**src/rtl/boot_seq_pkg.sv**
```systemverilog
// boot_seq_pkg: shared definitions for the PULPino boot/run sequencer.
//   - state_e      : FSM state encodings (3-bit, visible on state_o)
//   - BOOT_CNT_MAX : saturation value of the boot counter
package boot_seq_pkg;

  typedef enum logic [2:0] {
    StReset    = 3'd0,
    StWaitLoad = 3'd1,
    StRun      = 3'd2,
    StHalt     = 3'd3
  } state_e;

  localparam logic [7:0] BOOT_CNT_MAX = 8'd255;

endpackage

```
**src/rtl/boot_sync.sv**
```systemverilog
// boot_sync: single-bit multi-flop synchronizer for an asynchronous input.
// Ports:
//   clk   - destination clock
//   rst_n - asynchronous active-low reset; all stages load RESET_VAL
//   i_d   - asynchronous input
//   o_q   - synchronized output (last stage)
module boot_sync #(
  parameter int unsigned SYNC_STAGES = 2,
  parameter logic        RESET_VAL   = 1'b0
) (
  input  logic clk,
  input  logic rst_n,
  input  logic i_d,
  output logic o_q
);

  logic [SYNC_STAGES-1:0] r_sync;

  always_ff @(posedge clk or negedge rst_n) begin
    if (!rst_n) begin
      r_sync <= {SYNC_STAGES{RESET_VAL}};
    end else begin
      r_sync <= {r_sync[SYNC_STAGES-2:0], i_d};
    end
  end

  assign o_q = r_sync[SYNC_STAGES-1];

endmodule

```
**src/rtl/boot_seq_ctrl.sv**
```systemverilog
// boot_seq_ctrl: boot/run sequencer between board controls and the PULPino SoC.
// Generates the SoC reset and fetch enable, holds the core while the SPI boot
// loader is active, and supports start, halt and warm restart.
// Optional watchdog enabled by defining BOOT_SEQ_WATCHDOG_EN.
// Ports:
//   clk            - single clock
//   rst_n          - asynchronous active-low reset
//   fetch_req_i    - async; synchronized rising edge requests start/restart
//   halt_req_i     - async level; forces HALT while in RUN
//   spi_cs_i       - async SPI-slave chip select, active low
//   wdt_kick_i     - synchronous watchdog kick pulse
//   soc_rst_no     - SoC reset, active low
//   fetch_enable_o - SoC fetch enable
//   state_o        - current FSM state
//   boot_count_o   - entries into RUN, saturating
//   wdt_fired_o    - sticky watchdog-expiry flag
module boot_seq_ctrl
  import boot_seq_pkg::*;
#(
  parameter int unsigned RST_CYCLES  = 16,
  parameter int unsigned IDLE_CYCLES = 1024,
  parameter int unsigned SYNC_STAGES = 2,
  parameter int unsigned CNT_W       = 16,
  parameter int unsigned WDT_CYCLES  = 1048576
) (
  input  logic       clk,
  input  logic       rst_n,
  input  logic       fetch_req_i,
  input  logic       halt_req_i,
  input  logic       spi_cs_i,
  input  logic       wdt_kick_i,
  output logic       soc_rst_no,
  output logic       fetch_enable_o,
  output logic [2:0] state_o,
  output logic [7:0] boot_count_o,
  output logic       wdt_fired_o
);

  localparam logic [CNT_W-1:0] RstLast  = CNT_W'(RST_CYCLES - 1);
  localparam logic [CNT_W-1:0] IdleLast = CNT_W'(IDLE_CYCLES - 1);

  logic w_fetch_s, w_halt_s, w_cs_s, w_fetch_edge, w_wdt_expire;
  logic r_fetch_prev;

  state_e           r_state, w_state_d;
  logic [CNT_W-1:0] r_cnt, w_cnt_d;
  logic             r_spi_seen, w_spi_seen_d;
  logic [7:0]       r_boot_cnt;
  logic             r_soc_rst_n, r_fetch_en, r_wdt_fired;

  boot_sync #(.SYNC_STAGES(SYNC_STAGES), .RESET_VAL(1'b0)) u_sync_fetch (
    .clk   (clk),
    .rst_n (rst_n),
    .i_d   (fetch_req_i),
    .o_q   (w_fetch_s)
  );

  boot_sync #(.SYNC_STAGES(SYNC_STAGES), .RESET_VAL(1'b0)) u_sync_halt (
    .clk   (clk),
    .rst_n (rst_n),
    .i_d   (halt_req_i),
    .o_q   (w_halt_s)
  );

  // Chip select idles high, so its synchronizer resets to 1.
  boot_sync #(.SYNC_STAGES(SYNC_STAGES), .RESET_VAL(1'b1)) u_sync_cs (
    .clk   (clk),
    .rst_n (rst_n),
    .i_d   (spi_cs_i),
    .o_q   (w_cs_s)
  );

  assign w_fetch_edge = w_fetch_s & ~r_fetch_prev;

`ifdef BOOT_SEQ_WATCHDOG_EN
  localparam int unsigned  WdtW    = $clog2(WDT_CYCLES + 1);
  localparam logic [WdtW-1:0] WdtLast = WdtW'(WDT_CYCLES - 1);

  logic [WdtW-1:0] r_wdt_cnt;

  assign w_wdt_expire = (r_wdt_cnt == WdtLast);

  // Runs only while staying in RUN; a kick or any exit clears it.
  always_ff @(posedge clk or negedge rst_n) begin
    if (!rst_n) begin
      r_wdt_cnt   <= '0;
      r_wdt_fired <= 1'b0;
    end else begin
      if (r_state == StRun && w_state_d == StRun && !wdt_kick_i) begin
        r_wdt_cnt <= r_wdt_cnt + 1'b1;
      end else begin
        r_wdt_cnt <= '0;
      end
      if (r_state == StRun && !w_halt_s && w_wdt_expire) begin
        r_wdt_fired <= 1'b1;
      end
    end
  end
`else
  logic w_unused_wdt;

  assign w_unused_wdt = wdt_kick_i ^ (WDT_CYCLES == 0);
  assign w_wdt_expire = 1'b0;
  assign r_wdt_fired  = 1'b0;
`endif

  always_comb begin
    w_state_d    = r_state;
    w_cnt_d      = r_cnt;
    w_spi_seen_d = r_spi_seen;
    case (r_state)
      StReset: begin
        if (r_cnt == RstLast) begin
          w_state_d    = StWaitLoad;
          w_cnt_d      = '0;
          w_spi_seen_d = 1'b0;
        end else begin
          w_cnt_d = r_cnt + 1'b1;
        end
      end
      StWaitLoad: begin
        if (!w_cs_s) begin
          w_spi_seen_d = 1'b1;
          w_cnt_d      = '0;
        end else if (r_spi_seen) begin
          if (r_cnt == IdleLast) begin
            w_state_d = StRun;
          end else begin
            w_cnt_d = r_cnt + 1'b1;
          end
        end
        if (w_fetch_edge) begin
          w_state_d = StRun;
        end
        if (w_state_d == StRun) begin
          w_cnt_d = '0;
        end
      end
      StRun: begin
        w_cnt_d = '0;
        // Halt wins over a simultaneous restart edge or watchdog expiry.
        if (w_halt_s) begin
          w_state_d = StHalt;
        end else if (w_fetch_edge || w_wdt_expire) begin
          w_state_d = StReset;
        end
      end
      StHalt: begin
        w_cnt_d = '0;
        if (w_fetch_edge) begin
          w_state_d = StReset;
        end
      end
      default: begin
        w_state_d = StReset;
        w_cnt_d   = '0;
      end
    endcase
  end

  always_ff @(posedge clk or negedge rst_n) begin
    if (!rst_n) begin
      r_state      <= StReset;
      r_cnt        <= '0;
      r_spi_seen   <= 1'b0;
      r_fetch_prev <= 1'b0;
      r_boot_cnt   <= '0;
      r_soc_rst_n  <= 1'b0;
      r_fetch_en   <= 1'b0;
    end else begin
      r_state      <= w_state_d;
      r_cnt        <= w_cnt_d;
      r_spi_seen   <= w_spi_seen_d;
      r_fetch_prev <= w_fetch_s;
      if (r_state != StRun && w_state_d == StRun && r_boot_cnt != BOOT_CNT_MAX) begin
        r_boot_cnt <= r_boot_cnt + 1'b1;
      end
      // Decoded from the current state, so these lag a transition by one cycle.
      r_soc_rst_n <= (r_state != StReset);
      r_fetch_en  <= (r_state == StRun);
    end
  end

  assign soc_rst_no     = r_soc_rst_n;
  assign fetch_enable_o = r_fetch_en;
  assign state_o        = r_state;
  assign boot_count_o   = r_boot_cnt;
  assign wdt_fired_o    = r_wdt_fired;

endmodule
```
**config.mk**
```make
export PLATFORM = sky130hd
export DESIGN_NAME = boot_seq_ctrl
export DESIGN_NICKNAME = d
export VERILOG_FILES = /design/src/rtl/boot_seq_pkg.sv /design/src/rtl/boot_sync.sv /design/src/rtl/boot_seq_ctrl.sv
export SDC_FILE = /design/constraint.sdc
export NUM_CORES = 1
export LEC_CHECK = 0
export CAP_MARGIN = 20
export CORE_MARGIN = 2
export CORE_UTILIZATION = 54
export CTS_CLUSTER_DIAMETER = 60
export DETAILED_ROUTE_END_ITERATION = 7
export HOLD_SLACK_MARGIN = 0.02
export PLACE_DENSITY = 0.77
export SYNTH_ARGS = -nofsm -noshare
export SYNTH_HDL_FRONTEND = slang
export SYNTH_SLANG_ARGS = --single-unit
export TNS_END_PERCENT = 50
```
**constraint.sdc**
```tcl
create_clock -name clk -period 3.1 [get_ports clk]
set_input_delay 0.465 -clock clk [delete_from_list [all_inputs] [get_ports clk]]
set_output_delay 0.465 -clock clk [all_outputs]
set_load 0.05 [all_outputs]
```
; ---- Word-level counts from Yosys, hierarchy flattened
; Index checks and enable logic that the tools add are counted.
[totals]
regBits = 37
out_inout_bits = 14
word_cells = 52
[classes]
add_sub_neg = 2
n_bitwise = 2
reduce_logical = 7
mux = 18
eq_ne = 13
[op_table]
columns = operator, count
row1 = 16-bit 2-to-1 mux, 5
row2 = 16-bit case mux with 2 select lines, 1
row3 = 3-bit 2-to-1 mux, 8
row4 = "16-bit by 1-bit adder with 16-bit output, second input constant", 1
row5 = "16-bit by 10-bit equality test with 1-bit output, second input constant", 1
row6 = "16-bit by 4-bit equality test with 1-bit output, second input constant", 1
row7 = "3-bit by 2-bit equality test with 1-bit output, second input constant", 4
row8 = 3-bit case mux with 4 select lines, 1
row9 = "8-bit by 1-bit adder with 8-bit output, second input constant", 1
row10 = "4-bit inequality test, second input constant", 2
row11 = "8-bit inequality test, second input constant", 1
row12 = "2-bit inequality test, second input constant", 2
row13 = "3-bit by 1-bit equality test with 1-bit output, second input constant", 1
row14 = 3-bit logical NOT, 1
row15 = "3-bit by 2-bit inequality test with 1-bit output, second input constant", 1
row16 = 3-bit AND reduction, 1
row17 = 3-bit nonzero test, 1
row18 = 1-bit logical AND, 2
row19 = 1-bit 2-to-1 mux, 2
row20 = 1-bit case mux with 2 select lines, 1
row21 = 2-bit AND reduction, 1
row22 = 2-bit nonzero test, 1
row23 = 1-bit AND, 1
row24 = 1-bit NOT, 1

; ---- Logic depth before layout (Yosys ltp)
; Gate-level depths: netlist of run 1.
[logic_depth]
ltp_word = 10
mapped_depth = 8
mapped_depth_nobuf = 7

; ---- Modules after synthesis
; From an unflattened synthesis of run 1, not the netlist that was laid out.
[hier_totals]
hier_cells = 159
hier_area_um2 = 1692.9
[by_module_without_submodules]
columns = module, instances, cells_per_inst, seq_area_each_um2, area_per_inst_um2
row1 = boot_seq_ctrl, 1, 153, 775.7, 1540.2
row2 = boot_sync (u_sync_fetch ...), 2, 2, 50.0, 50.0
row3 = boot_sync (u_sync_cs), 1, 2, 52.6, 52.6

; ---- Least setup slack after synthesis of run 1
; Ideal clock, no wire load.
[synth_path]
path_type = reg-to-reg
startpoint = reg r_cnt[11]
endpoint = reg r_boot_cnt[1] (netlist: boot_count_o[1])
arrival_time_ns = 2.319
setup_ns = 0.128
path_stages_with_launch = 8
path_slack_ns = 0.653
period_less_slack_ns = 2.447
path_cell_list = dfrtp_1 or4_4 nor4_4 a41oi_1 a311o_1 buf_6 nor4_4 mux2_1
[synth_between]
elab_chain_cells = 10
[synth_rtl]
columns = element, line_no
row1 = from (decl), boot_seq_ctrl.sv:46  ; logic [CNT_W-1:0] r_cnt, w_cnt_d;
row2 = from (signal assigned), boot_seq_ctrl.sv:172  ; r_cnt <= w_cnt_d;
row3 = 16-bit by 10-bit equality test with 1-bit output, boot_seq_ctrl.sv:126  ; if (r_cnt == IdleLast) begin
row4 = 3-bit 2-to-1 mux, boot_seq_ctrl.sv:126
row5 = 3-bit 2-to-1 mux, boot_seq_ctrl.sv:125  ; end else if (r_spi_seen) begin
row6 = 3-bit 2-to-1 mux, boot_seq_ctrl.sv:122  ; if (!w_cs_s) begin
row7 = 3-bit 2-to-1 mux, boot_seq_ctrl.sv:132  ; if (w_fetch_edge) begin
row8 = 3-bit 2-to-1 mux, boot_seq_ctrl.sv:111  ; case (r_state)
row9 = 3-bit case mux with 4 select lines (*), boot_seq_ctrl.sv:111
row10 = net w_state_d[0], boot_seq_ctrl.sv:45  ; state_e r_state, w_state_d;
row11 = 3-bit by 2-bit equality test with 1-bit output (*), boot_seq_ctrl.sv:175  ; if (r_state != StRun && w_state_d == StRun && r_boot_cnt != BOOT_CNT_MAX) begin
row12 = 1-bit logical AND (*) (2 in a row), boot_seq_ctrl.sv:175
row13 = to (signal assigned), boot_seq_ctrl.sv:176  ; r_boot_cnt <= r_boot_cnt + 1'b1;
row14 = to (decl), boot_seq_ctrl.sv:48  ; logic [7:0] r_boot_cnt;
; Mark *: on every way through the listed nets, which the timed path passes. The rest lies on a longest branch. The select of a mux whose other input is x is not followed.
; A chain may end at the register's enable or synchronous reset.

; ---- Worst setup path after layout of run 1
[layout_path]
startpoint = reg r_cnt[10]
endpoint = reg r_boot_cnt[1] (netlist: boot_count_o[1])
[layout_between]
elab_chain_cells = 10
[layout_rtl]
columns = element, line_no
row1 = 16-bit by 10-bit equality test with 1-bit output, boot_seq_ctrl.sv:126
row2 = 3-bit 2-to-1 mux, boot_seq_ctrl.sv:126
row3 = 3-bit 2-to-1 mux, boot_seq_ctrl.sv:125
row4 = 3-bit 2-to-1 mux, boot_seq_ctrl.sv:122
row5 = 3-bit 2-to-1 mux, boot_seq_ctrl.sv:132
row6 = 3-bit 2-to-1 mux, boot_seq_ctrl.sv:111
row7 = 3-bit case mux with 4 select lines (*), boot_seq_ctrl.sv:111
row8 = 3-bit by 2-bit equality test with 1-bit output (*), boot_seq_ctrl.sv:175
row9 = 1-bit logical AND (*) (2 in a row), boot_seq_ctrl.sv:175
; Every way passes the cells marked *; elsewhere a longest branch is shown, timed or not. The select of a mux whose other input is x is not followed.

==> results.yml, run 1 <==
outcome:
  status: "complete, no violations"
worst_setup_path:
  end_kind: "flip-flop"
  rrSetupSlack_ns: 0.48
  crit_fanout: 8
  reg2reg_depth: 6
  critPathLaunch: "r_cnt[10]$_DFFE_PN0P_"
  cp_cell_sequence: "or4_4, nor4_4, a41oi_1, a311o_1, nor4_4, mux2_1"
  rr_startpoint: "r_cnt[10]$_DFFE_PN0P_"
  cp.required_ns: 3.33
  slowest_delay_ns: 0.54
  arrival_ns: 2.85
  cp.buffers_inverters: 0
  cpMostUsedCell: "nor4_4"
  worstSetupPathDepth: 6
  critPathTopFamily: "simple AND/OR/NAND/NOR gates"
  worst_setup_path_start_kind: "flip-flop"
  crit_type: "flip-flop to flip-flop"
  cp_slowest_cell: "or4_4"
power:
  clockPowerShare: 0.430
  p_switching_mw: 0.196
  swShare: 0.206
  cellInternalPower_mw: 0.757
  power_frac_comb: 0.044
  seqPwrFrac: 0.525
  powerDensity_nw_per_um2: 471
  p_leak_nw: 0.922
  power_mw: 0.953
  vdd_drop_max_mv: 0.315
synthesis:
  synth_edf_count: 0
  ys_seq_area_frac: 0.543
  synth_cell_types: 37
  synthArstFlopShare: 1.00
  ys_warn_count: 0
  yosysTopAreaCellShare: 0.512
  synth_top_area_cell: "dfrtp_1"
  synthTopCellsByCount: "dfrtp_1, nor2_1, xor2_1"
  yosys-top-cells-area: "dfrtp_1, xor2_1, nor2_1"
  synthCells: 161
  synth_area_um2: 1710
  yosysMostFrequentCell: "dfrtp_1"
  syn_area_per_cell_um2: 10.6
  synth_ff_type: "dfrtp_1"
  ys_ff_latch: 37
floorplan:
  die_w_um: 60.3
  start_util: 0.564
  ios: 20
  die_h_um: 60.3
  fp.coreArea_um2: 3030
  num_rows: 20
  die_area_um2: 3630
global_route:
  grt_use_met1: 0.262
  antenna_found_initial: 0
  top_usage_layer: "met2"
  grt_use_total: 0.210
  grt_util_met3: 0.0628
  grt_pass1_wl_um: 5540
  grt-ovfl-total: 0
  grt_pass1_vias: 1267
  grt_max_degree: 38
  met2_usage: 0.352
route:
  viasPerCell: 5.52
  routedWlPerCell_um: 14.1
  drtPass1Iterations: 4
  drtAntennaViolNets: 0
  detail_route.drc_violations: 0
  totalWireLength_um: 3200
  dr.first_iter.drc_count: 64
  dr_total_vias: 1252
cts:
  cts-root-buf: "clkbuf_4"
  ctsHoldBuffers: 0
  clk_pin_slew_worst_paths_ns: 0.11
  cts.path.max_buffers: 2
  htree_levels: 2
  clock-sinks: 37
  cts.repair.resized: 0
  cts_setup_buffers: 0
  clk_latency_ns: 0.34
  numCtsBuffers: 5
  cts_tree: "built"
final_layout:
  layout.nets: 190
  final_util: 0.668
  drive_gt1_frac: 0.0929
  register_area_um2: 928
  areaGrowthSynthToFinish_pct: 18.3
  fill_cells: 238
  diodes: 0
  multi_input_area_um2: 736
timing:
  hold_slack_ns: 0.363
  max_slew_margin: 0.469
  fin_crit_ns: 2.62
  fmax_mhz: 381
  clock_skew_ns: 0.00922
  hold_viol: 0
  rsz0062_at_grt: "false"
  drv_slew: 0
  worstMarginPinSlew_ns: 0.796
  fin_crit_sh: 0.846
  finalSetupViolations: 0
  fin_setup_tns_ns: 0
min_path:
  hp-start: "u_sync_cs.r_sync[0]$_DFF_PN1_"
  hold_path_depth: 0
  hold_class: "flip-flop to flip-flop"
placed_design:
  port_buffers: 17
  dp_hpwl_um: 2310
  routabilityCongestion: 0.784
run:
  maxCapViolations: 0
## power groups by stage
stage,logic [mW],registers (mW),clock network (mW)
2_1_floorplan,0.0170,0.513,0
3_3_place_gp,0.0411,0.509,0
3_5_place_dp,0.0431,0.510,0
4_1_cts,0.0433,0.501,0.422
5_1_grt,0.0477,0.502,0.443
6_report,0.0422,0.501,0.410
## layer usage
| metal | share of wire | wire length (µm) |
|---|---|---|
| met1 | 0.44 | 1410 |
| met4 | 0.0059 | 19 |
| met3 | 0.043 | 137 |
| met2 | 0.51 | 1630 |
| met5 | 0 | 0 |
## flip-flops by register name (all words and copies together), names as in the netlist
register	cells
boot_count_o	8
fetch_enable_o	1
r_cnt	16
r_fetch_prev	1
r_spi_seen	1
soc_rst_no	1
state_o	3
u_sync_cs.r_sync	2
u_sync_fetch.r_sync	2
u_sync_halt.r_sync	2
## logic make-up (layout without fill, tap and decap cells)
family                   Yosys count  after routing  synth area share
buffers and inverters             10             31            0.0285
flip-flops                        37             37             0.543
AO/OA/AOI/OAI                     12             12            0.0549
other                              1              2           0.00219
multiplexers                       1              1           0.00659
XOR/XNOR                          21             21             0.108
AND/OR/NAND/NOR                   77             77             0.242
adder cells (fa/ha/maj)            2              2            0.0146
## area by class of cell
class	count	area share
Sequential cell	37	0.459
Tap cell	44	0.0272
Multi-Input combinational cell	115	0.364
Clock inverter	3	0.0322
Inverter	4	0.00743
Timing Repair Buffer	19	0.0916
Clock buffer	5	0.0186
## metrics by stage
| stage | worst slack (ns) | cells | instance area, µm² |
|---|---|---|---|
| CTS | 0.458 | 227 | 2020 |
| global route | 0.363 | 227 | 2020 |
| floorplan | 0.653 | 162 | 1710 |
| finish | 0.478 | 227 | 2020 |
| detailed placement | 0.483 | 219 | 1920 |
| global placement | 0.543 | 219 | 1920 |
## worst paths after layout
check,to
max,boot_count_o[1]$_DFFE_PN0P_
max in group asynchronous,u_sync_cs.r_sync[1]$_DFF_PN1_
min reg2reg,u_sync_cs.r_sync[1]$_DFF_PN1_
min in group asynchronous,r_cnt[5]$_DFFE_PN0P_
max reg2reg,boot_count_o[1]$_DFFE_PN0P_
min,u_sync_cs.r_sync[1]$_DFF_PN1_
## cell usage in the layout (no fill, tap or decap), types with 4 or more instances in the layout
cell type        netlist  final
nor3_1                11     11
nor2_1                23     23
clkdlybuf4s50_1        0     17
dfrtp_1               35     35
clkbuf_4               0      5
nand4_1               10     10
xor2_1                16     16
xnor2_1                5      5
nand3_1                5      5
inv_1                  4      4
nand2_1               12     12
No activity file was read; power rests on OpenSTA's default activity.
==> run 2, diff against run 1 <==
Settings changed: CORE_UTILIZATION 54 to 49, PLACE_DENSITY 0.77 to 0.74.
Clock period 3.1 ns to 2.1 ns, I/O delays scaled along.
==> results.yml, run 2 (synthesis results as in run 1) <==
outcome:
  status: "finished with violations"
  violations: "setup timing"
cts:
  cts-root-buf: "clkbuf_4"
  clock-sinks: 37
  clk_pin_slew_worst_paths_ns: 0.12
  cts.path.max_buffers: 2
  cts_tree: "built"
  htree_levels: 2
  clk_latency_ns: 0.36
  numCtsBuffers: 5
route:
  viasPerCell: 5.53
  drtAntennaViolNets: 0
  detail_route.drc_violations: 0
  dr_total_vias: 1399
  routedWlPerCell_um: 16.5
  totalWireLength_um: 4170
  drtPass1Iterations: 4
  dr.first_iter.drc_count: 60
worst_setup_path:
  r2r-end: "boot_count_o[6]$_DFFE_PN0P_"
  arrival_ns: 2.80
  crit_type: "flip-flop to flip-flop"
  worst_setup_path_start_kind: "flip-flop"
  cp.required_ns: 2.38
  reg2reg_depth: 8
  rr_startpoint: "r_cnt[13]$_DFFE_PN0P_"
  rrSetupSlack_ns: -0.42
  crit_fanout: 6
  end_kind: "flip-flop"
global_route:
  antenna_found_initial: 0
  grt_use_total: 0.211
  grt_pass1_vias: 1508
  grt_pass1_wl_um: 6530
  grt_max_degree: 38
  grt-ovfl-total: 0
floorplan:
  die_area_um2: 3980
  start_util: 0.512
  die_w_um: 63.1
  die_h_um: 63.1
  num_rows: 21
  ios: 20
  fp.coreArea_um2: 3340
timing:
  max_slew_margin: 0.673
  rsz0062_at_grt: "true"
  hold_viol: 0
  fin_setup_tns_ns: -2.79
  fin_crit_ns: 2.52
  worstMarginPinSlew_ns: 0.478
  fin_crit_sh: 1.20
  clock_skew_ns: 0.0178
  hold_slack_ns: 0.339
  finalSetupViolations: 23
  drv_slew: 0
  fmax_mhz: 396
  layout_setup_ws_ns: -0.422
placed_design:
  port_buffers: 17
  dp_hpwl_um: 2430
  routabilityCongestion: 0.787
run:
  maxCapViolations: 0
final_layout:
  largest_reg_flops: 16
  areaGrowthSynthToFinish_pct: 36.5
  layout.nets: 215
  regMostFlops: "r_cnt"
  final_cell_mix: "dfrtp_1, buf_4, nor2_1"
  diodes: 0
  drive_gt1_frac: 0.266
  final_util: 0.699
  layout_commonest_cell: "dfrtp_1"
min_path:
  hp-start: "u_sync_cs.r_sync[0]$_DFF_PN1_"
  hold_path_end: "u_sync_cs.r_sync[1]$_DFF_PN1_"
  hold_class: "flip-flop to flip-flop"
  hold_path_depth: 0
power:
  powerDensity_nw_per_um2: 557
  p_leak_nw: 1.09
  vdd_drop_max_mv: 0.562
  power_mw: 1.30
## run 2: cell count changes in the layout (fill, tap and decap cells not counted), moves of 3 or more
cell / delta
buf_4: +21
nor2_1: -4
nor3_1: -4
buf_6: +3
nor3_4: +3
## run 2: worst max-delay path, stage by stage (launching register included)
cell	delay, ns
dfrtp_1	0.40
or4_4	0.55
nor4_4	0.27
a41oi_2	0.16
a311o_2	0.38
buf_6	0.16
buf_4	0.14
nor3_4	0.19
xor2_1	0.20
## run 2: worst max-delay path by stage
stage          cells past startpoint             startpoint                           to
3_3_place_gp                       6  r_cnt[11]$_DFFE_PN0P_  boot_count_o[1]$_DFFE_PN0P_
4_1_cts                            6  r_cnt[11]$_DFFE_PN0P_  boot_count_o[1]$_DFFE_PN0P_
2_1_floorplan                      7  r_cnt[11]$_DFFE_PN0P_  boot_count_o[1]$_DFFE_PN0P_
6_report                           8  r_cnt[13]$_DFFE_PN0P_  boot_count_o[6]$_DFFE_PN0P_
5_1_grt                            8  r_cnt[13]$_DFFE_PN0P_  boot_count_o[6]$_DFFE_PN0P_
3_5_place_dp                       6  r_cnt[11]$_DFFE_PN0P_  boot_count_o[1]$_DFFE_PN0P_
## run 2: power breakdown
group	internal, mW	switching (mW)	total [mW]
Sequential	0.727	0.0107	0.738
Clock	0.242	0.242	0.485
Combinational	0.0281	0.0481	0.0761
## run 2: final cells by class
type                    instances  area [µm²]
clock buffers                   5        37.5
multi-input cells             115         858
fillers                       253        1000
repair buffers                 44         402
inverters                       4        15.0
clock inverters                 2        35.0
well taps                      46        57.6
flip-flops and latches         37         928
## run 2: per-layer routing
layer	up-vias	GRT usage	share of wire
li1	650	-	-
met1	706	0.242	0.38
met2	33	0.352	0.55
met3	10	0.0625	0.037
met4	0	0.117	0.025
met5	-	0	0
## run 2: per-stage QoR
step	worst slack, ns	cells	area, µm²
CTS	-0.358	249	2220
global route	-0.473	253	2330
global placement	-0.283	236	2040
floorplan	-0.303	162	1720
detailed placement	-0.369	236	2040
finish	-0.422	253	2330
## run 2: timing repair
item                       in CTS  in global routing
pin swaps                       6                 18
setup buffers                   6                  5
resized for setup              11                 16
setup endpoints to repair      24                 25
hold buffers                    0                  0
